**config.mk**
```make
export PLATFORM = sky130hd
export DESIGN_NAME = lb3x3_channel_sequencer
export DESIGN_NICKNAME = d
export VERILOG_FILES = /design/src/rtl/lb3x3_channel_sequencer.sv
export SDC_FILE = /design/constraint.sdc
export NUM_CORES = 1
export LEC_CHECK = 0
export ABC_AREA = 1
export CAP_MARGIN = 30
export CELL_PAD_IN_SITES_DETAIL_PLACEMENT = 1
export CELL_PAD_IN_SITES_GLOBAL_PLACEMENT = 2
export CORE_MARGIN = 2
export CORE_UTILIZATION = 34
export CTS_BUF_LIST = sky130_fd_sc_hd__clkbuf_16
export DETAILED_ROUTE_END_ITERATION = 10
export HOLD_SLACK_MARGIN = 0.15
export PLACE_DENSITY_LB_ADDON = 0.1
export REMOVE_ABC_BUFFERS = 1
export SYNTH_ARGS = -nofsm -noshare
export SYNTH_HDL_FRONTEND = slang
export SYNTH_SLANG_ARGS = --single-unit
```
**constraint.sdc**
```tcl
create_clock -name clk -period 2.1 [get_ports clk]
set_input_delay 0.21 -clock clk [delete_from_list [all_inputs] [get_ports clk]]
set_output_delay 0.21 -clock clk [all_outputs]
set_load 0.02 [all_outputs]
```
**src/rtl/lb3x3_channel_sequencer.sv**
```systemverilog
// lb3x3_channel_sequencer
// Walks a channel-major feature map through the 3x3 line-buffer window
// generator one channel at a time: start/configure the line buffer, stream
// H*W pixels from SRAM through a 2-entry skid FIFO, then wait until every
// window the controller predicted has been consumed before the next channel.
// Optional build macro: SEQ_PERF_CNT_EN adds stall/drain performance counters.
module lb3x3_channel_sequencer #(
    parameter int DATA_W    = 8,
    parameter int MAX_IMG_W = 224,
    parameter int MAX_IMG_H = 224,
    parameter int MAX_CH    = 1024,
    parameter int ADDR_W    = 20,
    parameter int COL_W     = (MAX_IMG_W > 1) ? $clog2(MAX_IMG_W) : 1,
    parameter int ROW_W     = (MAX_IMG_H > 1) ? $clog2(MAX_IMG_H) : 1,
    parameter int CH_W      = $clog2(MAX_CH + 1)
) (
    input  logic                     clk,
    input  logic                     rst_n,
    input  logic                     cmd_valid,
    output logic                     cmd_ready,
    input  logic [ROW_W-1:0]         cmd_img_h,
    input  logic [COL_W-1:0]         cmd_img_w,
    input  logic [ROW_W-1:0]         cmd_stride,
    input  logic [CH_W-1:0]          cmd_channels,
    input  logic [ADDR_W-1:0]        cmd_base_addr,
    input  logic                     abort,
    output logic                     mem_rd_en,
    output logic [ADDR_W-1:0]        mem_rd_addr,
    input  logic signed [DATA_W-1:0] mem_rd_data,
    output logic                     lb_start,
    output logic [ROW_W-1:0]         lb_cfg_img_h,
    output logic [COL_W-1:0]         lb_cfg_img_w,
    output logic [ROW_W-1:0]         lb_cfg_stride,
    output logic                     lb_in_valid,
    input  logic                     lb_in_ready,
    output logic signed [DATA_W-1:0] lb_in_data,
    input  logic                     lb_win_fire,
    output logic [CH_W-1:0]          out_channel,
    output logic                     busy,
    output logic                     done,
`ifdef SEQ_PERF_CNT_EN
    output logic [31:0]              perf_stall_cycles,
    output logic [31:0]              perf_drain_cycles,
`endif
    output logic                     err
);

    // Pixel/window counters must hold a full MAX_IMG_W x MAX_IMG_H frame.
    localparam int PIX_W = $clog2(MAX_IMG_W * MAX_IMG_H + 1);

    localparam logic [PIX_W-1:0]  PIX_ONE  = PIX_W'(1);
    localparam logic [ROW_W-1:0]  ROW_ONE  = ROW_W'(1);
    localparam logic [ROW_W-1:0]  ROW_TWO  = ROW_W'(2);
    localparam logic [COL_W-1:0]  COL_ONE  = COL_W'(1);
    localparam logic [COL_W-1:0]  COL_TWO  = COL_W'(2);
    localparam logic [CH_W-1:0]   CH_ONE   = CH_W'(1);
    localparam logic [ADDR_W-1:0] ADDR_ONE = ADDR_W'(1);

    typedef enum logic [2:0] {
        S_IDLE   = 3'd0,
        S_START  = 3'd1,
        S_STREAM = 3'd2,
        S_DRAIN  = 3'd3,
        S_NEXT   = 3'd4,
        S_DONE   = 3'd5,
        S_ABORT  = 3'd6
    } state_t;

    state_t state_reg, state_next;

    // Latched layer command
    logic [ROW_W-1:0]  cfg_h_reg;
    logic [COL_W-1:0]  cfg_w_reg;
    logic [ROW_W-1:0]  cfg_stride_reg;
    logic [CH_W-1:0]   chans_reg;
    logic [CH_W-1:0]   ch_reg;
    logic [PIX_W-1:0]  total_reg;
    logic [ADDR_W-1:0] addr_reg;
    logic              err_reg;

    // Skid FIFO between SRAM return path and the line buffer
    logic signed [DATA_W-1:0] fifo_mem [0:1];
    logic                     fifo_wr_ptr_reg;
    logic                     fifo_rd_ptr_reg;
    logic [1:0]               fifo_cnt_reg;
    logic                     rd_pend_reg;
    logic [1:0]               fifo_occ;
    logic                     fifo_push;
    logic                     fifo_pop;

    // Per-channel progress
    logic [PIX_W-1:0] issued_reg;
    logic [PIX_W-1:0] popped_reg;
    logic [PIX_W-1:0] expected_reg;
    logic [PIX_W-1:0] seen_reg;
    logic [ROW_W-1:0] row_reg;
    logic [COL_W-1:0] col_reg;
    logic [ROW_W-1:0] row_mod_reg;
    logic [ROW_W-1:0] col_mod_reg;

    logic cmd_bad;
    logic cmd_accept;
    logic last_pop;
    logic last_ch;
    logic win_hit;
    logic drain_done;

    // Reads in flight plus data already buffered; never allowed past 2.
    assign fifo_occ   = fifo_cnt_reg + {1'b0, rd_pend_reg};
    assign fifo_push  = rd_pend_reg && (state_reg == S_STREAM);
    assign fifo_pop   = lb_in_valid && lb_in_ready;
    assign cmd_accept = (state_reg == S_IDLE) && cmd_valid && !cmd_bad;
    assign last_pop   = (popped_reg == total_reg - PIX_ONE);
    assign last_ch    = (ch_reg == chans_reg - CH_ONE);
    assign drain_done = (seen_reg == expected_reg);
    // A popped pixel completes a window when it is the bottom-right corner of
    // a stride-aligned 3x3 footprint.
    assign win_hit    = (row_reg >= ROW_TWO) && (col_reg >= COL_TWO) &&
                        (row_mod_reg == '0) && (col_mod_reg == '0);

    // Command legality check against the configured image/channel limits
    always_comb begin
        cmd_bad = 1'b0;
        if ((32'(cmd_img_h) < 32'd3) || (32'(cmd_img_h) > 32'(MAX_IMG_H)))
            cmd_bad = 1'b1;
        if ((32'(cmd_img_w) < 32'd3) || (32'(cmd_img_w) > 32'(MAX_IMG_W)))
            cmd_bad = 1'b1;
        if ((cmd_channels == '0) || (32'(cmd_channels) > 32'(MAX_CH)))
            cmd_bad = 1'b1;
    end

    // State register
    always_ff @(posedge clk or negedge rst_n) begin
        if (!rst_n) state_reg <= S_IDLE;
        else        state_reg <= state_next;
    end

    // Next-state logic; abort overrides every busy state
    always_comb begin
        state_next = state_reg;
        case (state_reg)
            S_IDLE:   if (cmd_accept) state_next = S_START;
            S_START:  state_next = S_STREAM;
            S_STREAM: if (fifo_pop && last_pop) state_next = S_DRAIN;
            // Restarting the line buffer before all windows are out would
            // discard a window still pending downstream.
            S_DRAIN:  if (drain_done) state_next = S_NEXT;
            S_NEXT:   state_next = last_ch ? S_DONE : S_START;
            S_DONE:   state_next = S_IDLE;
            S_ABORT:  state_next = S_IDLE;
            default:  state_next = S_IDLE;
        endcase
        if (abort && (state_reg != S_IDLE) && (state_reg != S_ABORT))
            state_next = S_ABORT;
    end

    // Output decode from state and datapath status
    always_comb begin
        cmd_ready     = (state_reg == S_IDLE);
        busy          = (state_reg != S_IDLE);
        done          = (state_reg == S_DONE);
        lb_start      = (state_reg == S_START) || (state_reg == S_ABORT);
        lb_in_valid   = (state_reg == S_STREAM) && (fifo_cnt_reg != 2'd0);
        lb_in_data    = lb_in_valid ? fifo_mem[fifo_rd_ptr_reg] : '0;
        mem_rd_en     = (state_reg == S_STREAM) && !abort &&
                        (issued_reg < total_reg) && (fifo_occ < 2'd2);
        mem_rd_addr   = addr_reg;
        lb_cfg_img_h  = cfg_h_reg;
        lb_cfg_img_w  = cfg_w_reg;
        lb_cfg_stride = cfg_stride_reg;
        out_channel   = ch_reg;
        err           = err_reg;
    end

    // Command latch, channel index, read address and error pulse
    always_ff @(posedge clk or negedge rst_n) begin
        if (!rst_n) begin
            cfg_h_reg      <= '0;
            cfg_w_reg      <= '0;
            cfg_stride_reg <= '0;
            chans_reg      <= '0;
            ch_reg         <= '0;
            total_reg      <= '0;
            addr_reg       <= '0;
            err_reg        <= 1'b0;
        end else begin
            err_reg <= (state_reg == S_IDLE) && cmd_valid && cmd_bad;
            if (cmd_accept) begin
                cfg_h_reg      <= cmd_img_h;
                cfg_w_reg      <= cmd_img_w;
                cfg_stride_reg <= (cmd_stride == '0) ? ROW_ONE : cmd_stride;
                chans_reg      <= cmd_channels;
                ch_reg         <= '0;
                total_reg      <= PIX_W'(cmd_img_h) * PIX_W'(cmd_img_w);
                addr_reg       <= cmd_base_addr;
            end else begin
                // Addresses run on across channels; the map is channel-major.
                if (mem_rd_en)
                    addr_reg <= addr_reg + ADDR_ONE;
                if ((state_reg == S_NEXT) && !last_ch)
                    ch_reg <= ch_reg + CH_ONE;
            end
        end
    end

    // Skid FIFO pointers/count and the one-deep read-pending flag
    always_ff @(posedge clk or negedge rst_n) begin
        if (!rst_n) begin
            fifo_wr_ptr_reg <= 1'b0;
            fifo_rd_ptr_reg <= 1'b0;
            fifo_cnt_reg    <= 2'd0;
            rd_pend_reg     <= 1'b0;
        end else if ((state_reg == S_ABORT) || (state_reg == S_START)) begin
            fifo_wr_ptr_reg <= 1'b0;
            fifo_rd_ptr_reg <= 1'b0;
            fifo_cnt_reg    <= 2'd0;
            rd_pend_reg     <= 1'b0;
        end else begin
            rd_pend_reg <= mem_rd_en;
            if (fifo_push) fifo_wr_ptr_reg <= ~fifo_wr_ptr_reg;
            if (fifo_pop)  fifo_rd_ptr_reg <= ~fifo_rd_ptr_reg;
            fifo_cnt_reg <= fifo_cnt_reg + {1'b0, fifo_push} - {1'b0, fifo_pop};
        end
    end

    // Skid FIFO storage: captures SRAM data the cycle after each read
    always_ff @(posedge clk) begin
        if (fifo_push)
            fifo_mem[fifo_wr_ptr_reg] <= mem_rd_data;
    end

    // Per-channel read/pop counts, shadow raster position and window prediction
    always_ff @(posedge clk or negedge rst_n) begin
        if (!rst_n) begin
            issued_reg   <= '0;
            popped_reg   <= '0;
            expected_reg <= '0;
            row_reg      <= '0;
            col_reg      <= '0;
            row_mod_reg  <= '0;
            col_mod_reg  <= '0;
        end else if (state_reg == S_START) begin
            issued_reg   <= '0;
            popped_reg   <= '0;
            expected_reg <= '0;
            row_reg      <= '0;
            col_reg      <= '0;
            row_mod_reg  <= '0;
            col_mod_reg  <= '0;
        end else begin
            if (mem_rd_en)
                issued_reg <= issued_reg + PIX_ONE;
            if (fifo_pop) begin
                popped_reg <= popped_reg + PIX_ONE;
                if (win_hit)
                    expected_reg <= expected_reg + PIX_ONE;
                // Mod counters hold at 0 until the first full window row/col
                // and then wrap at stride, replacing a divider.
                if (col_reg == cfg_w_reg - COL_ONE) begin
                    col_reg     <= '0;
                    col_mod_reg <= '0;
                    row_reg     <= row_reg + ROW_ONE;
                    if (row_reg >= ROW_TWO)
                        row_mod_reg <= (row_mod_reg == cfg_stride_reg - ROW_ONE) ?
                                       '0 : row_mod_reg + ROW_ONE;
                end else begin
                    col_reg <= col_reg + COL_ONE;
                    if (col_reg >= COL_TWO)
                        col_mod_reg <= (col_mod_reg == cfg_stride_reg - ROW_ONE) ?
                                       '0 : col_mod_reg + ROW_ONE;
                end
            end
        end
    end

    // Count windows consumed downstream; never run past the prediction in DRAIN
    always_ff @(posedge clk or negedge rst_n) begin
        if (!rst_n)
            seen_reg <= '0;
        else if (state_reg == S_START)
            seen_reg <= '0;
        else if (lb_win_fire && (state_reg != S_IDLE) &&
                 !((state_reg == S_DRAIN) && drain_done))
            seen_reg <= seen_reg + PIX_ONE;
    end

`ifdef SEQ_PERF_CNT_EN
    logic [31:0] perf_stall_reg;
    logic [31:0] perf_drain_reg;

    // Saturating stall/drain cycle counters, cleared when a layer is accepted
    always_ff @(posedge clk or negedge rst_n) begin
        if (!rst_n) begin
            perf_stall_reg <= '0;
            perf_drain_reg <= '0;
        end else if (cmd_accept) begin
            perf_stall_reg <= '0;
            perf_drain_reg <= '0;
        end else begin
            if ((state_reg == S_STREAM) && (fifo_cnt_reg != 2'd0) && !lb_in_ready &&
                (perf_stall_reg != 32'hFFFF_FFFF))
                perf_stall_reg <= perf_stall_reg + 32'd1;
            if ((state_reg == S_DRAIN) && (perf_drain_reg != 32'hFFFF_FFFF))
                perf_drain_reg <= perf_drain_reg + 32'd1;
        end
    end

    assign perf_stall_cycles = perf_stall_reg;
    assign perf_drain_cycles = perf_drain_reg;
`endif

endmodule

```
# After elaboration in Yosys (flattened, before gate mapping)

Memories as Yosys holds them, arrays and structs flattened.
Index checks and enable logic that the tools add are counted.

Memories: 1
Word-level logic and storage cells: 165
Register bits after elaboration: 187
Output and inout bits: 70
Memory bits (writable): 16
Input bits: 69

Memories:

| memory   | words | bits a word | read ports | clocked after memory_dff | write ports | RTL line | source |
|---|---|---|---|---|---|---|---|
| fifo_mem | 2     | 8           | 1          | 0                        | 1           | 82       | `logic signed [DATA_W-1:0] fifo_mem [0:1];` |

Muxes and demuxes: 48
$add $sub $neg: 17
$lt $le $gt $ge: 9
Multiply operators: 1
Equal/unequal tests: 16
Reductions and logical operators: 50
Bitwise logic cells: 2

Operators by type and width:

| operator                                                               | count |
|---|---|
| 16-bit two-way mux                                                     | 9 |
| 8-bit two-way mux                                                      | 18 |
| 16-bit by 1-bit adder with 16-bit output (second input constant)       | 4 |
| 20-bit two-way mux                                                     | 2 |
| 8-bit by 1-bit adder with 8-bit output (second input constant)         | 4 |
| 16-bit equality test                                                   | 2 |
| 8-bit equality test                                                    | 3 |
| 8-bit logical NOT                                                      | 3 |
| 11-bit two-way mux                                                     | 2 |
| 2-bit nonzero test                                                     | 11 |
| 20-bit by 1-bit adder with 20-bit output (second input constant)       | 1 |
| 1-bit logical AND                                                      | 19 |
| 8-bit by 2-bit >= comparator with 1-bit output (second input constant) | 2 |
| 8-bit > comparator (second input constant)                             | 2 |
| 16-bit < comparator                                                    | 1 |
| 8-bit by 2-bit < comparator with 1-bit output (second input constant)  | 2 |
| 8-bit by 8-bit multiplier with 16-bit output                           | 1 |
| 16-bit by 1-bit subtractor with 16-bit output (second input constant)  | 1 |
| 8-bit by 1-bit subtractor with 8-bit output (second input constant)    | 2 |
| 3-bit two-way mux                                                      | 5 |
| 3-bit case mux with 5 select lines                                     | 1 |
| 11-bit by 1-bit adder with 11-bit output (second input constant)       | 1 |
| 11-bit equality test                                                   | 1 |
| 11-bit > comparator (second input constant)                            | 1 |
| 19 further kinds                                                       | 45 |

# Depth between registers and ports, before layout

Depth after elaboration: 10
Depth in mapped cells: 20
Mapped depth without buffers: 19

# Worst setup path before layout

Ideal clock, no wire load.

Kind: input port to flip-flop
Start point: input cmd_img_h[1]
End point: register total_reg[13]
Library setup time: 0.083 ns
Stages on the path: 17
Arrival: 3.941 ns
Required time: 2.017 ns
Buffers on the path: 1
Setup slack: -1.924 ns
Path through: buf_2 -> nand2_1 -> inv_1 -> fa_1 -> fa_1 -> inv_1 -> fa_1 -> fa_1 -> inv_1 -> ha_1 -> nand2_1 -> o21ai_0 -> a21oi_1 -> o21ai_0 -> a21oi_1 -> xor2_1 -> o21ai_0

Word-level cells in the longest chain between the ends: 7
Elaborated cells between the ends (all ways): 9
Those cells by class: 1 x mul; 2 x order compare; 3 x mux; 3 x reduce/logical

RTL lines:

| item                                                                                                 | RTL line | source |
|---|---|---|
| from (decl)                                                                                          | 21       | `input logic [ROW_W-1:0] cmd_img_h,` |
| parallel branches: the longest is 7 deep, another holds 8-bit by 8-bit multiplier with 16-bit output | --       |  |
| to (signal assigned)                                                                                 | 194      | `total_reg <= PIX_W'(cmd_img_h) * PIX_W'(cmd_img_w);` |
| to (decl)                                                                                            | 77       | `logic [PIX_W-1:0] total_reg;` |

Several ways; the timed one is not identified.
A chain may end at the register's enable or synchronous reset.

# Final worst setup path

Start point: input cmd_img_w[4]
End point: register total_reg[13]

Word-level cells in the longest chain between the ends: 6
Elaborated cells between the ends (all ways): 8
Those cells by class: 1 x mul; 2 x order compare; 2 x mux; 3 x reduce/logical

RTL lines:

| item                                                                                                 | RTL line | source |
|---|---|---|
| from (decl)                                                                                          | 22       | `input logic [COL_W-1:0] cmd_img_w,` |
| parallel branches: the longest is 6 deep, another holds 8-bit by 8-bit multiplier with 16-bit output | --       |  |

Several ways; the timed one is not identified.

==> reports/results.ini <==
[logic_synthesis]
ys_seq_elements = 203
avgSynthCellArea_um2 = 7.51
syn-instance-count = 1979
yosys-top-cells-area = dfrtp_1, nand2_1, inv_1
yosysWarnings = 0
ys.flop_type = dfrtp_1
seq_area_frac_synth_pct = 34.7
synth_area_leader_cell = dfrtp_1
synth-edff-count = 16
async_reset_ff_share_pct = 92.1
synth_area_um2 = 14900
ys_types = 51
synth_top_area_share_pct = 31.5

[sta]
fin_skew_ns = 0.0219
fin_crit_ns = 3.23
hold_ws_ns = 0.206
clock.fmax_ghz = 0.310
relSlewSlack_pct = 62.5
fin_ws_ns = -1.13
rsz0062_at_grt = yes
hold_viol = 0
final_max_slew_viol_count = 0
fin_crit_sh_pct = 154
tightest_slew_ns = 0.557
setup_viol = 36

[finish]
final_cell_area_um2 = 21400
areaGrowthSynthToFinish_pct = 43.8
layout.nets = 2508
drive_gt1_share_pct = 26.1
layoutNonFillerInstCount = 2935
largest_reg_flops = 20
antennaDiodeCount = 0
seq_area_um2 = 5160
utilization_pct = 49.6
fill_cells = 5140
multi_input_area_um2 = 9720

[floorplanning]
die_area_um2 = 45400
initial_core_util_pct = 34.5
die_h_um = 213
rows = 76
core-area_um2 = 43100
die_x_um = 213
boundaryPins = 139

[worst_setup_path]
crit_type = in -> reg
startpoint_type = input pin
critical_path.startpoint = cmd_img_w[4]
path_cells = buf_12, nand2_2, inv_2, fa_1, fa_2, fa_1, inv_1, fa_1, inv_2, ha_4, a21o_1, a21oi_2, o21ai_2, a21oi_2, xor2_1, o21ai_1
cp.required_ns = 2.53
cpMostUsedCell = fa_1
slowest_stage = fa_1
critPathBufInv = 4
critical_path.endpoint_type = register
crit-reg2reg-launch = total_reg[3]
critPathArrivalTime_ns = 3.66
critPathMaxFanout = 5
slowest_delay_ns = 0.56
cp_top_family = adder cells

[global_routing]
grt_pass1_vias = 15388
grt_use_total_pct = 21.7
met3_usage_pct = 2.16
antenna_found_initial = 0
use_met2_pct = 39.8
use_met1_pct = 27.7
grt_busiest_layer = met2
grt_pass1_wl_mm = 79.4
grt_max_degree = 58
globalRoute.totalOverflow = 0

[power]
cellPowerDensity_nw_per_um2 = 1200
p_leak_nw = 10.1
ir_drop_uv = 727

[place]
place_inst = 2833
gp_congestion = 0.844
portBuffers = 138
hpwl_mm = 36.5
place_area_um2 = 18300

[run_status]
violations = setup timing
status = finished with violations

[clock_tree]
numCtsBuffers = 28
cts_sinks = 203
cts_root_buf = clkbuf_16
worst_skew_pair.late_latency_ns = 0.55
cts_buffer_depth = 3
cts_tree = done
path_clk_slew_ns = 0.06
htree_levels = 1

[worst_hold_path]
hp-class = in -> reg
hp-start = cmd_img_h[0]

[route]
wl_mm = 50.5
via_count = 14390
drt_pass1_iterations = 4
antenna_left = 0
routed_via_density = 4.90
wl_per_cell_um = 17.2
remaining_drc_errors = 0
drt_iter0_markers = 558

[flow_run]
drv_cap = 0

[cells in the mapped netlist, types with 28 or more instances]
master	n
xnor2_1	58
nand2_1	477
buf_2	28
a21oi_1	53
clkbuf_1	28
fa_1	36
nor2_1	134
o21ai_0	129
ha_1	71
nor3_1	45
inv_1	311
nand4_1	62
dfrtp_1	187
xor2_1	89
nand3_1	146
[report_power, final]
part           total, mW  switching [mW]  leakage [nW]  internal [mW]
Sequential          6.26            1.24          2.59           5.02
Combinational       15.1            8.35          7.05           6.70
Clock               4.38            1.81         0.431           2.57
[cell type report]
class	instances	area share, %
clock buffer	29	3.40
clock inverter	19	0.463
inverter	319	5.70
multi-input combinational	1395	45.5
sequential	203	24.2
tap	585	3.43
timing repair buffer	384	17.3
timing repair inverter	1	0.0234
[layer usage]
metal	up-vias	part of all wire, %	wire length (um)
li1	7052	-	-
met1	7141	45	22600
met2	141	52	26100
met3	56	2.2	1100
met4	0	1.4	713
met5	-	0	0
[layout by cell type (no fill, tap or decap), types with 42 or more instances in the layout]
cell	n
clkdlybuf4s50_1	107
nand4_1	62
inv_1	270
buf_6	49
xor2_1	86
ha_1	49
dfrtp_1	186
buf_4	175
inv_2	51
o21ai_0	86
nor2_1	105
nand2_2	49
xnor2_1	53
nand3_1	104
nand2_1	401
nor3_1	42
[repair_timing]
action | in CTS | in global routing
setup endpoints to repair | 110 | 115
pin swaps | 88 | 107
hold endpoints to repair | 185 | 0
gates cloned | 4 | 5
setup buffers | 22 | 24
resized for setup | 339 | 282
hold buffers | 5 | 0
[worst register-to-register path: cells and delay by family (launching register included)]
kind / cells / cell delay [ns]
buf+inv: 5 / 0.76
compound gates: 4 / 0.58
flops: 1 / 0.38
fa+ha+maj: 1 / 0.24
simple gates: 1 / 0.18
[cell families (layout without fill, tap and decap cells)]
group / after synthesis / in the layout / synth area share (%)
simple gates: 906 / 906 / 26.9
buf+inv: 381 / 752 / 10.1
compound gates: 234 / 234 / 8.73
flops: 203 / 203 / 34.7
xor+xnor: 148 / 148 / 8.81
fa+ha+maj: 107 / 107 / 10.8
[metrics by stage]
stage / total power [mW] / TNS (ns) / setup slack (ns)
floorplan: 12.8 / -227.47 / -3.02
global placement: 17.6 / -64.92 / -2.43
detailed placement: 18.0 / -69.04 / -2.54
CTS: 24.1 / -10.16 / -1.06
global route: 27.7 / -20.98 / -1.28
finish: 25.7 / -12.35 / -1.13
[path summary, 6_finish.rpt]
kind,end,slack [ns],depth (start not counted)
setup / recovery,total_reg[13],-1.13,16
hold / removal,lb_cfg_img_h[0],0.21,5
setup reg to reg,issued_reg[8],-0.11,11
hold reg to reg,lb_cfg_img_h[3],0.49,2
max in group asynchronous,total_reg[5],1.21,3
min in group asynchronous,lb_cfg_stride[4],0.22,2
Note: power is estimated with default switching activity, not from simulation.
